`src/rtl/chip8_keypad_pkg.sv`:
```
// chip8_keypad_pkg
// Shared definitions for the CHIP-8 keypad scanner:
//   KEY_W       - width of a hex key code (4)
//   KEY_MAP     - matrix position {row,col} -> CHIP-8 hex value
//   state_t     - FX0A wait FSM states
//   lowest_set  - index of the lowest set bit of a 16-bit key vector
// No ports. Related build macro: KEYPAD_RELEASE_WAIT_EN (used by the top).
package chip8_keypad_pkg;

  localparam int KEY_W = 4;

  // Entry p (p = row*4 + col) lives at bits [p*4 +: 4].
  //   row0: 1 2 3 C   row1: 4 5 6 D   row2: 7 8 9 E   row3: A 0 B F
  localparam logic [63:0] KEY_MAP = {
    4'hF, 4'hB, 4'h0, 4'hA,
    4'hE, 4'h9, 4'h8, 4'h7,
    4'hD, 4'h6, 4'h5, 4'h4,
    4'hC, 4'h3, 4'h2, 4'h1
  };

  typedef enum logic [1:0] {
    IDLE  = 2'd0,
    ARMED = 2'd1,
    HELD  = 2'd2,
    DONE  = 2'd3
  } state_t;

  // Lowest-numbered set bit wins; returns 0 for an empty vector.
  function automatic logic [KEY_W-1:0] lowest_set(input logic [15:0] v);
    lowest_set = '0;
    for (int i = 15; i >= 0; i--) begin
      if (v[i]) lowest_set = KEY_W'(i);
    end
  endfunction

endpackage

```
`src/rtl/chip8_keypad_scan_if.sv`:
```
// chip8_keypad_scan_if
// FX0A "wait for key" handshake between the CPU core and the keypad scanner.
//   wait_req  - core -> keypad, request level
//   key_valid - keypad -> core, one-cycle completion pulse
//   key_code  - keypad -> core, captured hex key (valid with key_valid, held after)
// Handshake: the core raises wait_req and holds it high until it sees key_valid;
// key_valid is high for exactly one cycle and key_code is valid in that cycle.
// Dropping wait_req before key_valid aborts the request with no pulse.
// Modports: master = core side, slave = keypad side.
interface chip8_keypad_scan_if;
  import chip8_keypad_pkg::*;

  logic             wait_req;
  logic             key_valid;
  logic [KEY_W-1:0] key_code;

  modport master (output wait_req, input key_valid, input key_code);
  modport slave  (input wait_req, output key_valid, output key_code);
endinterface

```
`src/rtl/chip8_keypad_scan_key_debounce.sv`:
```
// key_debounce
// One key's debouncer: a 3-bit disagreement counter plus the debounced state.
// Ports:
//   clk, rst_n    - clock, asynchronous active-low reset
//   i_en          - sample strobe (once per full scan for this key)
//   i_raw         - raw sample, 1 = pressed
//   o_state       - debounced state, 1 = pressed
//   o_state_nxt   - value o_state takes at the next edge (for registered OR-reduce)
module key_debounce #(
  parameter int DEBOUNCE_SCANS = 3
) (
  input  logic clk,
  input  logic rst_n,
  input  logic i_en,
  input  logic i_raw,
  output logic o_state,
  output logic o_state_nxt
);

  logic [2:0] r_cnt;
  logic [2:0] w_cnt_nxt;
  logic       r_state;
  logic       w_state_nxt;

  always_comb begin
    w_cnt_nxt   = r_cnt;
    w_state_nxt = r_state;
    if (i_en) begin
      if (i_raw == r_state) begin
        w_cnt_nxt = 3'd0;
      end else if (r_cnt + 3'd1 == 3'(DEBOUNCE_SCANS)) begin
        w_state_nxt = ~r_state;
        w_cnt_nxt   = 3'd0;
      end else begin
        w_cnt_nxt = r_cnt + 3'd1;
      end
    end
  end

  always_ff @(posedge clk or negedge rst_n) begin
    if (!rst_n) begin
      r_cnt   <= 3'd0;
      r_state <= 1'b0;
    end else begin
      r_cnt   <= w_cnt_nxt;
      r_state <= w_state_nxt;
    end
  end

  assign o_state     = r_state;
  assign o_state_nxt = w_state_nxt;

endmodule

```
`src/rtl/chip8_keypad_scan.sv`:
```
// chip8_keypad_scan
// Scans the 4x4 CHIP-8 hex keypad, debounces every key into a hex-indexed
// key-down vector and services the FX0A wait-for-key handshake.
// Build macro KEYPAD_RELEASE_WAIT_EN: when defined FX0A completes on release
// of the captured key (HELD state present); when undefined it completes on press.
// Ports:
//   clk, rst_n    - clock, asynchronous active-low reset
//   o_row_n[3:0]  - row drive, active-low one-hot
//   i_col_n[3:0]  - column sense, active-low, already synchronised
//   o_key_down    - debounced key state, bit k = hex key k
//   o_any_key     - registered OR of o_key_down
//   kp            - FX0A handshake (slave side)
//   o_dbg_state   - wait FSM state
module chip8_keypad_scan
  import chip8_keypad_pkg::*;
#(
  parameter int SCAN_DIV       = 1000,
  parameter int DEBOUNCE_SCANS = 3
) (
  input  logic                  clk,
  input  logic                  rst_n,
  output logic [3:0]            o_row_n,
  input  logic [3:0]            i_col_n,
  output logic [15:0]           o_key_down,
  output logic                  o_any_key,
  chip8_keypad_scan_if.slave    kp,
  output state_t                o_dbg_state
);

  localparam int DIV_W = (SCAN_DIV > 2) ? $clog2(SCAN_DIV) : 1;

  // ---------------- row scan ----------------
  logic [DIV_W-1:0] r_div;
  logic [1:0]       r_row;
  logic             w_sample;

  // Columns are sampled on the last count of a row; the row advances on the
  // same edge so the next row is driven from the following cycle.
  assign w_sample = (r_div == DIV_W'(SCAN_DIV - 1));

  always_ff @(posedge clk or negedge rst_n) begin
    if (!rst_n) begin
      r_div <= '0;
      r_row <= 2'd0;
    end else if (w_sample) begin
      r_div <= '0;
      r_row <= r_row + 2'd1;
    end else begin
      r_div <= r_div + DIV_W'(1);
    end
  end

  assign o_row_n = ~(4'b0001 << r_row);

  // ---------------- per-key debounce ----------------
  logic [15:0] w_key_down;
  logic [15:0] w_key_nxt;
  logic        r_any_key;

  for (genvar p = 0; p < 16; p++) begin : g_key
    localparam int         ROW = p / 4;
    localparam int         COL = p % 4;
    localparam logic [3:0] HEX = KEY_MAP[p*4 +: 4];

    key_debounce #(
      .DEBOUNCE_SCANS (DEBOUNCE_SCANS)
    ) u_deb (
      .clk         (clk),
      .rst_n       (rst_n),
      .i_en        (w_sample && (r_row == 2'(ROW))),
      .i_raw       (~i_col_n[COL]),
      .o_state     (w_key_down[HEX]),
      .o_state_nxt (w_key_nxt[HEX])
    );
  end

  // Built from the next-state vector so it changes on the same edge as key_down.
  always_ff @(posedge clk or negedge rst_n) begin
    if (!rst_n) r_any_key <= 1'b0;
    else        r_any_key <= |w_key_nxt;
  end

  assign o_key_down = w_key_down;
  assign o_any_key  = r_any_key;

  // ---------------- FX0A wait FSM ----------------
  state_t           r_state;
  state_t           w_state_nxt;
  logic [KEY_W-1:0] r_key_code;
  logic [KEY_W-1:0] w_key_code_nxt;
  logic [15:0]      r_key_prev;
  logic [15:0]      w_rise;

  // Only fresh 0->1 transitions count, so keys already down when ARMED is
  // entered never complete the request.
  assign w_rise = w_key_down & ~r_key_prev;

  always_comb begin
    w_state_nxt    = r_state;
    w_key_code_nxt = r_key_code;
    case (r_state)
      IDLE: begin
        if (kp.wait_req) w_state_nxt = ARMED;
      end
      ARMED: begin
        if (!kp.wait_req) begin
          w_state_nxt = IDLE;
        end else if (|w_rise) begin
          w_key_code_nxt = lowest_set(w_rise);
`ifdef KEYPAD_RELEASE_WAIT_EN
          w_state_nxt = HELD;
`else
          w_state_nxt = DONE;
`endif
        end
      end
`ifdef KEYPAD_RELEASE_WAIT_EN
      HELD: begin
        if (!kp.wait_req)                 w_state_nxt = IDLE;
        else if (!w_key_down[r_key_code]) w_state_nxt = DONE;
      end
`endif
      DONE:    w_state_nxt = IDLE;
      default: w_state_nxt = IDLE;
    endcase
  end

  always_ff @(posedge clk or negedge rst_n) begin
    if (!rst_n) begin
      r_state    <= IDLE;
      r_key_code <= '0;
      r_key_prev <= '0;
    end else begin
      r_state    <= w_state_nxt;
      r_key_code <= w_key_code_nxt;
      r_key_prev <= w_key_down;
    end
  end

  assign kp.key_valid = (r_state == DONE);
  assign kp.key_code  = r_key_code;
  assign o_dbg_state  = r_state;

endmodule

```
`src/flat_wrapper.sv`:
```
// flat-port wrapper written by rule: the top's interface ports become plain ports
module chip8_keypad_scan_flat import chip8_keypad_pkg::*;
#(
  parameter int SCAN_DIV       = 1000,
  parameter int DEBOUNCE_SCANS = 3
)
  (clk, rst_n, o_row_n, i_col_n, o_key_down, o_any_key, o_dbg_state, kp_wait_req, kp_key_valid, kp_key_code);
  chip8_keypad_scan_if kp_i ();
  input  logic clk;
  input  logic rst_n;
  output logic [3:0] o_row_n;
  input  logic [3:0] i_col_n;
  output logic [15:0] o_key_down;
  output logic o_any_key;
  output state_t o_dbg_state;
  input wire logic [$bits(kp_i.wait_req)-1:0] kp_wait_req;
  output wire logic [$bits(kp_i.key_valid)-1:0] kp_key_valid;
  output wire logic [$bits(kp_i.key_code)-1:0] kp_key_code;
  assign kp_i.wait_req = kp_wait_req;
  assign kp_key_valid = kp_i.key_valid;
  assign kp_key_code = kp_i.key_code;
  chip8_keypad_scan #(.SCAN_DIV(SCAN_DIV), .DEBOUNCE_SCANS(DEBOUNCE_SCANS)) u_core (.clk(clk), .rst_n(rst_n), .o_row_n(o_row_n), .i_col_n(i_col_n), .o_key_down(o_key_down), .o_any_key(o_any_key), .kp(kp_i), .o_dbg_state(o_dbg_state));
endmodule
```
`config.mk`:
```
export PLATFORM = sky130hd
export DESIGN_NAME = chip8_keypad_scan_flat
export DESIGN_NICKNAME = d
export VERILOG_FILES = /design/src/rtl/chip8_keypad_pkg.sv /design/src/rtl/chip8_keypad_scan_if.sv /design/src/rtl/chip8_keypad_scan_key_debounce.sv /design/src/rtl/chip8_keypad_scan.sv /design/src/flat_wrapper.sv
export SDC_FILE = /design/constraint.sdc
export NUM_CORES = 1
export LEC_CHECK = 0
export ABC_AREA = 1
export CAP_MARGIN = 10
export CORE_MARGIN = 3
export CORE_UTILIZATION = 54
export DETAILED_ROUTE_END_ITERATION = 10
export HOLD_SLACK_MARGIN = 0.08
export PLACE_DENSITY = 0.72
export SETUP_SLACK_MARGIN = 0.4
export SLEW_MARGIN = 10
export SYNTH_ARGS = -nofsm -noshare
export SYNTH_HDL_FRONTEND = slang
export SYNTH_SLANG_ARGS = --single-unit
```
`constraint.sdc`:
```
create_clock -name clk -period 2.7 [get_ports clk]
set_input_delay 0.27 -clock clk [delete_from_list [all_inputs] [get_ports clk]]
set_output_delay 0.27 -clock clk [all_outputs]
set_load 0.01 [all_outputs]
```
==> insert_results.sql <==
INSERT INTO impl_metrics (metric_group, metric, value, unit) VALUES
('sta', 'hold_ws', '0.4444', 'ns'),
('critical_path', 'cp.arrival', '2.30', 'ns'),
('cells_and_area', 'antennaDiodeCount', '0', ''),
('critical_path', 'crit_slowest_cell', 'sky130_fd_sc_hd__dfrtp_1', ''),
('floorplanning', 'design.die.area', '10810', 'um2'),
('sta', 'final_number_of_hold_violating_endpoints', '0', ''),
('detailed_routing', 'via_count', '3766', ''),
('cells_and_area', 'flow.area_growth_from_synthesis', '12.31', '%'),
('power_and_ir_drop', 'power.density_cell_area', '486.7', 'nW/um2'),
('power_and_ir_drop', 'ir_drop', '553.1', 'uV'),
('sta', 'setup-tns-final', '0', 'ns'),
('detailed_routing', 'vias_per_cell', '5.069', ''),
('power_and_ir_drop', 'total_leakage_power', '2.799', 'nW'),
('floorplanning', 'core_area', '9284', 'um2'),
('logic_synthesis', 'synth.cell_area', '5182', 'um2'),
('cells_and_area', 'fin_nets', '653', ''),
('critical_path', 'worst_setup_path_end_kind', 'flop', ''),
('clock_network', 'cts_inserted_buffers', '9', ''),
('critical_path', 'critical_path.max_fanout', '11', ''),
('floorplanning', 'die_height', '104.0', 'um'),
('sta', 'timing.clock.skew', '0.006525', 'ns'),
('detailed_routing', 'first_pass_iters', '6', ''),
('detailed_routing', 'initialDrtViolationCount', '168', ''),
('grt', 'globalRouteTotalUtil', '0.2007', ''),
('critical_path', 'critPathKind', 'reg2reg', ''),
('sta', 'finalWorstPathRequiredPeriod', '2.042', 'ns'),
('logic_synthesis', 'synthesis.area_per_instance', '8.799', 'um2'),
('grt', 'grt_antenna_before_repair', '0', ''),
('clock_network', 'cts_tree', 'done', ''),
('clock_network', 'clkLatencyLatePin', '0.36', 'ns'),
('worst_hold_path', 'min_path_type', 'in2reg', ''),
('placed_design', 'numPlacedInstances', '726', ''),
('detailed_routing', 'ant_nets', '0', ''),
('job', 'max_cap_violations', '0', ''),
('placed_design', 'port_buffers', '34', ''),
('critical_path', 'launching_element_type_of_the_critical_path', 'flop', ''),
('floorplanning', 'initial_util', '0.5582', ''),
('grt', 'grt_start_max_net_pins', '48', ''),
('worst_hold_path', 'whs_path_depth', '3', ''),
('cells_and_area', 'final_core_utilization', '0.6270', ''),
('sta', 'maxClockFrequency', '489.7', 'MHz'),
('sta', 'worst_pin_slew', '0.6036', 'ns'),
('clock_network', 'clkTransAtPathRegs', '0.10', 'ns'),
('grt', 'grt_remaining_overflow', '0', ''),
('clock_network', 'longest_clk_path_bufs', '2', ''),
('logic_synthesis', 'netlist_instances', '589', ''),
('grt', 'grt_first_pass_wirelength', '17820', 'um'),
('clock_network', 'clock-sinks', '99', ''),
('detailed_routing', 'detail_route.drc_violations', '0', ''),
('floorplanning', 'ioPinCount', '35', ''),
('floorplanning', 'die_width', '104.0', 'um'),
('outcome', 'status', 'finished clean', ''),
('logic_synthesis', 'synth.ff_latch_count', '99', ''),
('detailed_routing', 'wl_per_cell', '13.90', 'um'),
('logic_synthesis', 'syn_nets', '633', ''),
('clock_network', 'cts_resized', '0', ''),
('placed_design', 'place.gp.congestion', '0.8385', ''),
('sta', 'setup-violations-final', '0', ''),
('critical_path', 'crit_path_max_incr_delay', '0.41', 'ns'),
('grt', 'via_count_of_the_first_global_routing_pass', '3858', ''),
('sta', 'max-slew-margin-rel', '0.5976', ''),
('clock_network', 'ctsHtreeMaxLevel', '3', ''),
('sta', 'grt_setup_unrepaired', 'no', ''),
('placed_design', 'total_half_perimeter_wirelength_after_legalization_and_detailed_placement', '7448', 'um'),
('clock_network', 'master_cell_of_the_clock_root_buffer', 'sky130_fd_sc_hd__clkbuf_8', ''),
('logic_synthesis', 'ys.warnings.count', '0', ''),
('sta', 'finalCritPeriodShare', '0.7563', ''),
('sta', 'final_slew_violations', '0', ''),
('floorplanning', 'num_rows', '35', ''),
('detailed_routing', 'drt_wl_total', '10330', 'um'),
('logic_synthesis', 'synth_cell_type_count', '29', ''),
('cells_and_area', 'finish.cell_count_without_fillers', '743', ''),
('cells_and_area', 'drive_above_1_share', '0.05700', ''),
('critical_path', 'worst-r2r-cell-count', '14', ''),
('critical_path', 'worstPathRequired', '2.96', 'ns'),
('critical_path', 'crit_chain', 'ha_1, nand2_1, inv_2, nand2_2, nor2_4, nand2_4, nor2_8, inv_2, nor2_1, a21oi_1, nor2_1, nand2_1, nor2_1, nand2_1', ''),
('logic_synthesis', 'synth-seq-area-share', '0.4780', '');
-- state kept, by name, summed over array words and instances, names as in the netlist --
| signal | flops |
|---|---|
| u_core.g_key.u_deb.r_cnt | 48 |
| u_core.r_row | 2 |
| u_core.o_any_key | 1 |
| u_core.g_key.u_deb.o_state | 16 |
| u_core.r_key_prev | 16 |
| u_core.o_dbg_state | 2 |
| u_core.r_div | 10 |
| u_core.kp.key_code | 4 |
-- critical path, delay by kind of cell (launching register included) --
kind | cells | cell delay [ns]
simple gates | 10 | 1.02
compound gates | 1 | 0.10
flops | 1 | 0.41
fa+ha+maj | 1 | 0.18
buf+inv | 2 | 0.21
-- routing by layer --
layer  part of all wire  track usage  vias to the layer above  routed length, um
met5                  0            0                        -                  0
met4              0.014      0.06173                        0                145
met3              0.034      0.04097                        9                355
met2               0.50       0.3524                       70               5177
met1               0.45       0.2494                     1798               4650
li1                   -            -                     1889                  -
-- kinds of logic after synthesis --
group | count (synthesis) | share of synthesized area
AOI/OAI and AO/OA | 88 | 0.09947
adders and majority gates | 37 | 0.08933
xor gates and xnor gates | 37 | 0.06253
buffers and inverters | 101 | 0.08667
DFF | 99 | 0.4780
and+or+nand+nor | 227 | 0.1840
-- metrics by stage --
step	cell area [um2]	power, mW	setup WS, ns
2_1_floorplan	5182	1.548	0.9452
3_3_place_gp	5537	1.602	0.7551
3_5_place_dp	5537	1.603	0.6768
4_1_cts	5821	2.860	0.6501
5_1_grt	5821	2.925	0.4393
6_report	5821	2.833	0.6581
-- cell type report --
class | count | area, um2
fill | 785 | 3463
clock buffer | 10 | 137.6
sequential | 99 | 2477
multi-input combinational | 389 | 2256
timing repair buffer | 37 | 375.4
inverter | 73 | 276.5
tap | 129 | 161.4
clock inverter | 6 | 136.4
-- what timing repair did --
action / 4_1_cts / 5_1_grt
setup buffers: 0 / 0
hold buffers: 1 / 0
endpoints found under the hold margin: 45 / 0
-- cell usage in the layout, fill, tap and decap left out, drive strengths merged, types with 2 or more instances in the layout --
cell           synthesis  routed
nand3                  9       9
o31ai                 16      16
inv                   72      72
clkbuf                11      10
nor2                  62      62
dfrtp                 99      99
buf                   17       3
clkdlybuf4s50          0      33
clkinv                 1       2
xor2                   5       5
a31oi                 19      19
xnor2                 32      32
a21oi                 34      34
nand2                149     149
bufinv                 0       4
ha                    37      37
o21ai                 18      18
nor3                   4       4
-- final timing paths --
kind,start,slack (ns),endpoint
setup reg to reg,u_core.r_div[0],0.66,u_core.o_any_key
hold reg to reg,u_core.o_dbg_state[1],0.47,u_core.o_dbg_state[0]
min in group asynchronous,rst_n,0.46,u_core.g_key[11].u_deb.r_cnt[2]
hold / removal,kp_wait_req,0.44,u_core.o_dbg_state[0]
max in group asynchronous,rst_n,1.58,u_core.g_key[4].u_deb.r_cnt[0]
setup / recovery,u_core.r_div[0],0.66,u_core.o_any_key
-- Yosys cell counts --
cell type	n	share of area
sky130_fd_sc_hd__inv_1	69	0.050
sky130_fd_sc_hd__a21oi_2	2	0.0034
sky130_fd_sc_hd__nor2_4	3	0.0065
sky130_fd_sc_hd__nand2_4	4	0.0087
sky130_fd_sc_hd__nor3_1	4	0.0039
sky130_fd_sc_hd__o41ai_1	1	0.0017
sky130_fd_sc_hd__xnor2_1	32	0.054
sky130_fd_sc_hd__clkinv_1	1	0.00072
sky130_fd_sc_hd__o21ai_0	18	0.017
sky130_fd_sc_hd__nand3_2	1	0.0019
sky130_fd_sc_hd__nand2_2	1	0.0012
sky130_fd_sc_hd__inv_4	1	0.0012
sky130_fd_sc_hd__a21oi_1	32	0.031
sky130_fd_sc_hd__nand4_1	1	0.0012
sky130_fd_sc_hd__buf_6	1	0.0022
sky130_fd_sc_hd__nand2_1	144	0.10
sky130_fd_sc_hd__nand3_1	8	0.0077
sky130_fd_sc_hd__a31oi_1	19	0.023
sky130_fd_sc_hd__nor2_8	1	0.0039
sky130_fd_sc_hd__ha_1	37	0.089
sky130_fd_sc_hd__o31ai_1	16	0.023
sky130_fd_sc_hd__nand3b_1	1	0.0014
sky130_fd_sc_hd__dfrtp_1	99	0.48
sky130_fd_sc_hd__xor2_1	5	0.0084
sky130_fd_sc_hd__clkbuf_1	11	0.0080
sky130_fd_sc_hd__or2_2	1	0.0012
sky130_fd_sc_hd__nor2_1	58	0.042
sky130_fd_sc_hd__inv_2	2	0.0014
sky130_fd_sc_hd__buf_4	16	0.023
-- power breakdown --
part | internal, mW | total (mW) | switching, mW
sequential | 1.48 | 1.48 | 0.000837
clock | 0.736 | 1.26 | 0.525
combinational | 0.0281 | 0.0884 | 0.0603
Note: power is estimated with default switching activity, not from simulation.
==> RTL change 1 (same settings) <==
`SCAN_DIV` is set to 1000 in 2 places; all go to 4000.
--- a/src/rtl/chip8_keypad_scan.sv
+++ b/src/rtl/chip8_keypad_scan.sv
@@ -14,7 +14,7 @@
 module chip8_keypad_scan
   import chip8_keypad_pkg::*;
 #(
-  parameter int SCAN_DIV       = 1000,
+  parameter int SCAN_DIV       = 4000,
   parameter int DEBOUNCE_SCANS = 3
 ) (
   input  logic                  clk,
--- a/src/flat_wrapper.sv
+++ b/src/flat_wrapper.sv
@@ -1,7 +1,7 @@
 // flat-port wrapper written by rule: the top's interface ports become plain ports
 module chip8_keypad_scan_flat import chip8_keypad_pkg::*;
 #(
-  parameter int SCAN_DIV       = 1000,
+  parameter int SCAN_DIV       = 4000,
   parameter int DEBOUNCE_SCANS = 3
 )
   (clk, rst_n, o_row_n, i_col_n, o_key_down, o_any_key, o_dbg_state, kp_wait_req, kp_key_valid, kp_key_code);
Check against the original RTL: same outputs for any inputs over 10 cycles, from zero or initial values and one cycle with rst_n low; that may be too few to reach the edited logic, so the function may still have changed.
==> RTL change 1 against the original RTL <==
  * Worst setup slack got worse by 0.17 ns
  * First-iteration DRC count rose by 20%
  * Total power fell by 8.9%
  * Fmax fell by 7.5%
  * Critical path type is now flip-flop to output port
  * Wire length fell by 1.1%
  * Sequential share of layout area fell by 0.21 points
  * Sequential cell count rose by 2
  * Largest power group unchanged
  * Clock skew rose by 0.0063 ns
  * Synthesized area rose by 4.5%
  * Final area rose by 2.5%
  * Synthesized cell count rose by 1.9%
==> RTL change 1: results <==
{
  "routed_via_density": 5.15,
  "multi_input_comb_area_um2": 2420,
  "ir_drop_mv": 0.279,
  "max_slew_margin": 0.573,
  "grt_max_degree": 52,
  "multi_input_cells": 393,
  "synthAdderAreaFrac": 0.0855,
  "inverters": 77,
  "critPathMaxFanout": 4,
  "placed_area_um2": 5760,
  "wl_um": 10200,
  "swShare": 0.227,
  "grt_pass1_vias": 3935,
  "syn-num-nets": 644,
  "r2r_slack_ns": 0.65,
  "r2r-start": "u_core.r_div[0]",
  "hp-class": "primary input to asynchronous set/reset pin",
  "arrival_ns": 1.94,
  "num-nonclk-buffers": 38,
  "synth_compound_area_frac": 0.113,
  "dp_hpwl_um": 7560,
  "areaGrowthSynthToFinish_pct": 10.2,
  "p_leak_nw": 2.95,
  "drt_first_pass_iters": 4,
  "ys_top_cells_by_count": "119 x nand2_1, 101 x dfrtp_1, 69 x nor2_1, 68 x inv_1, 37 x ha_1",
  "grt_first_pass_wirelength_um": 17700,
  "r2r_cells": 11,
  "seq_area_um2": 2530,
  "synth_area_um2": 5420,
  "gp_congestion": 0.806,
  "layout.nonclk_buf_frac": 0.0621,
  "final_nets": 664,
  "synthXorXnorAreaFrac": 0.0566,
  "seq_area_frac_synth": 0.467,
  "status": "complete, no violations",
  "drt_iter0_markers": 201,
  "critical_path.reg2reg.endpoint": "u_core.o_any_key",
  "fin_worst_skew_ns": 0.0129,
  "cp-startpoint": "u_core.r_row[0]",
  "antennaDiodeCount": 0,
  "clk_share": 0.0338,
  "clock_latency_ns": 0.36,
  "pwr-share-seq": 0.586,
  "drive_above_1_share": 0.0864,
  "fillers": 805,
  "nClkBuffers": 11,
  "clock_sinks": 101,
  "endpoint": "o_row_n[0]",
  "post_synth_num_cell_types": 35,
  "netlist_top_cells_area": "dfrtp_1 47%, ha_1 8.5%, nand2_1 8.2%, nor2_1 4.8%, inv_1 4.7%",
  "track_usage": 0.194,
  "power_frac_comb": 0.034
}
[RTL change 1: per-stage QoR]
step,setup slack (ns),instances,hold WS [ns],power (mW)
after floorplan,0.960,600,-0.0256,1.58
after global placement,0.771,737,0.329,1.63
after detailed placement,0.679,737,0.342,1.63
after CTS,0.470,754,0.469,2.60
after global routing,0.402,754,0.466,2.68
final,0.492,754,0.468,2.58
[RTL change 1: repair_timing]
| item | in CTS | in global routing |
|---|---|---|
| setup endpoints to repair | 0 | 0 |
| setup buffers | 0 | 0 |
| endpoints found under the hold margin | 48 | 0 |
| hold buffers | 1 | 0 |
[RTL change 1: critical path: stages (launching register included)]
cell and delay, ns:
dfrtp_1 0.39, inv_1 0.09, ha_1 0.21, inv_1 0.28
clkdlybuf4s50_1 0.61
[RTL change 1: metal layers]
metal  global-route usage  share of wire  up-vias
li1                     -              -     1941
met1                0.252           0.45     1846
met2                0.322           0.48       82
met3               0.0383          0.052       12
met4               0.0675          0.013        0
met5                    0              0        -
==> RTL change 2 (same settings) <==
Made on the original files. Make the reset (`rst_n`) synchronous in 4 clocked blocks. Comments in the files are not updated.
--- a/src/rtl/chip8_keypad_scan_key_debounce.sv
+++ b/src/rtl/chip8_keypad_scan_key_debounce.sv
@@ -37,7 +37,7 @@
     end
   end
 
-  always_ff @(posedge clk or negedge rst_n) begin
+  always_ff @(posedge clk) begin
     if (!rst_n) begin
       r_cnt   <= 3'd0;
       r_state <= 1'b0;
--- a/src/rtl/chip8_keypad_scan.sv
+++ b/src/rtl/chip8_keypad_scan.sv
@@ -38,7 +38,7 @@
   // same edge so the next row is driven from the following cycle.
   assign w_sample = (r_div == DIV_W'(SCAN_DIV - 1));
 
-  always_ff @(posedge clk or negedge rst_n) begin
+  always_ff @(posedge clk) begin
     if (!rst_n) begin
       r_div <= '0;
       r_row <= 2'd0;
@@ -75,7 +75,7 @@
   end
 
   // Built from the next-state vector so it changes on the same edge as key_down.
-  always_ff @(posedge clk or negedge rst_n) begin
+  always_ff @(posedge clk) begin
     if (!rst_n) r_any_key <= 1'b0;
     else        r_any_key <= |w_key_nxt;
   end
@@ -125,7 +125,7 @@
     endcase
   end
 
-  always_ff @(posedge clk or negedge rst_n) begin
+  always_ff @(posedge clk) begin
     if (!rst_n) begin
       r_state    <= IDLE;
       r_key_code <= '0;
Behaviour: differs if rst_n is asserted again (counterexample within 4 cycles, from zero or initial values and one cycle with rst_n low); with rst_n held inactive, the same outputs for 10 cycles.
==> RTL change 2 against the original RTL <==
  * Synthesized area is 1.4% lower
  * Clock skew is 0.0032 ns higher
  * Critical path type unchanged
  * Sequential cell count did not move
  * Total power fell by 7.0%
  * Worst setup slack got worse by 0.033 ns
  * Wire length decreased by 0.14%
  * Final area fell by 1.4%
==> RTL change 2: results <==
{
  "placed_area_um2": 5430,
  "layout.nonclk_buf_frac": 0.0702,
  "drive_above_1_share": 0.0741,
  "synth_cells": 655,
  "synth_top_area_cell": "dfxtp_1",
  "grt_pass1_vias": 3827,
  "netlist_top_cells_area": "dfxtp_1 39%, ha_1 9.1%, nand2_1 7.5%, inv_1 6.9%, nor2_1 5.2%",
  "placedCellCount": 783,
  "grt_first_pass_wirelength_um": 17400,
  "drt_first_pass_iters": 4,
  "avgSynthCellArea_um2": 7.81,
  "num-nonclk-buffers": 39,
  "drt_iter0_markers": 91,
  "inverters": 100,
  "r2r_slack_ns": 0.63,
  "hp-start": "u_core.r_div[0]",
  "wl_per_cell_um": 12.9,
  "p_leak_nw": 2.57,
  "multi_input_comb_area_um2": 2590,
  "final_nets": 714,
  "instances_no_fill": 801,
  "ir_drop_mv": 0.225,
  "min_delay_path_depth": 1,
  "routed_via_density": 5.02,
  "multi_input_cells": 421,
  "r2r-start": "u_core.r_div[0]",
  "dp_hpwl_um": 7310,
  "r2r_cells": 14,
  "worstHoldEndpoint": "u_core.r_div[0]",
  "syn-num-nets": 699,
  "post_synth_num_cell_types": 40,
  "drt-met1-wl_um": 4770,
  "wl_met3_um": 300,
  "grt_max_degree": 50,
  "ys_top_cells_by_count": "102 x nand2_1, 99 x dfxtp_1, 94 x inv_1, 71 x nor2_1, 46 x o21ai_0",
  "status": "complete, no violations",
  "max_slew_margin": 0.624,
  "power_density_nw_per_um2": 459,
  "async_flop_share": 0,
  "holdWs_ns": 0.454,
  "fin_worst_skew_ns": 0.00970,
  "track_usage": 0.206,
  "critical_path.reg2reg.endpoint": "u_core.o_any_key",
  "nClkBuffers": 12,
  "fillers": 781,
  "sh_seq_area": 0.345,
  "wl_met2_um": 5090,
  "gp_congestion": 0.806
}
[RTL change 2: how the worst max path moves through the flow]
stage,from,endpoint,slack [ns],cells after the start
floorplan,u_core.r_div[0],u_core.o_any_key,0.97,13
global placement,u_core.r_div[0],u_core.o_any_key,0.72,13
detailed placement,u_core.r_div[0],u_core.o_any_key,0.62,13
CTS,u_core.r_div[0],u_core.o_any_key,0.58,13
global route,u_core.r_div[0],u_core.o_any_key,0.40,14
finish,u_core.r_div[0],u_core.o_any_key,0.63,14
[RTL change 2: cells by family after synthesis]
group	Yosys count	synth area share
DFF	99	0.388
adders and majority gates	37	0.0906
and+or+nand+nor	231	0.208
AOI/OAI and AO/OA	118	0.140
xor gates and xnor gates	35	0.0600
buffers and inverters	135	0.113
[RTL change 2: routing by layer]
layer,global-route usage,vias up
met5,0,-
met2,0.366,62
met1,0.257,1859
met4,0.0677,0
met3,0.0268,11
li1,-,2089
[RTL change 2: what timing repair did]
item | CTS | global route
gates resized for setup | 0 | 6
setup endpoints to repair | 0 | 1
setup buffers | 0 | 2
[RTL change 2: worst max-delay path: stages (launching register included)]
cell and delay (ns):
dfxtp_1 0.36, ha_1 0.17, nand2_1 0.11, inv_2 0.10, nand4_4 0.10, nor2_8 0.17
buf_12 0.15, nand2_8 0.10, nor2_2 0.14, nand2_1 0.08, o21a_1 0.13, inv_1 0.07
nand4_1 0.09, nor2_1 0.12, a21oi_1 0.06
[RTL change 2: where the power goes]
group          switching [mW]  internal (mW)  total (mW)
clock                   0.505          0.572        1.08
sequential            0.00318           1.46        1.47
combinational          0.0642         0.0277      0.0919
[RTL change 2: stage by stage]
step	setup slack [ns]	power, mW
after floorplan	0.971	1.56
after global placement	0.715	1.59
after detailed placement	0.618	1.59
after CTS	0.579	2.65
after global routing	0.397	2.72
final	0.625	2.63
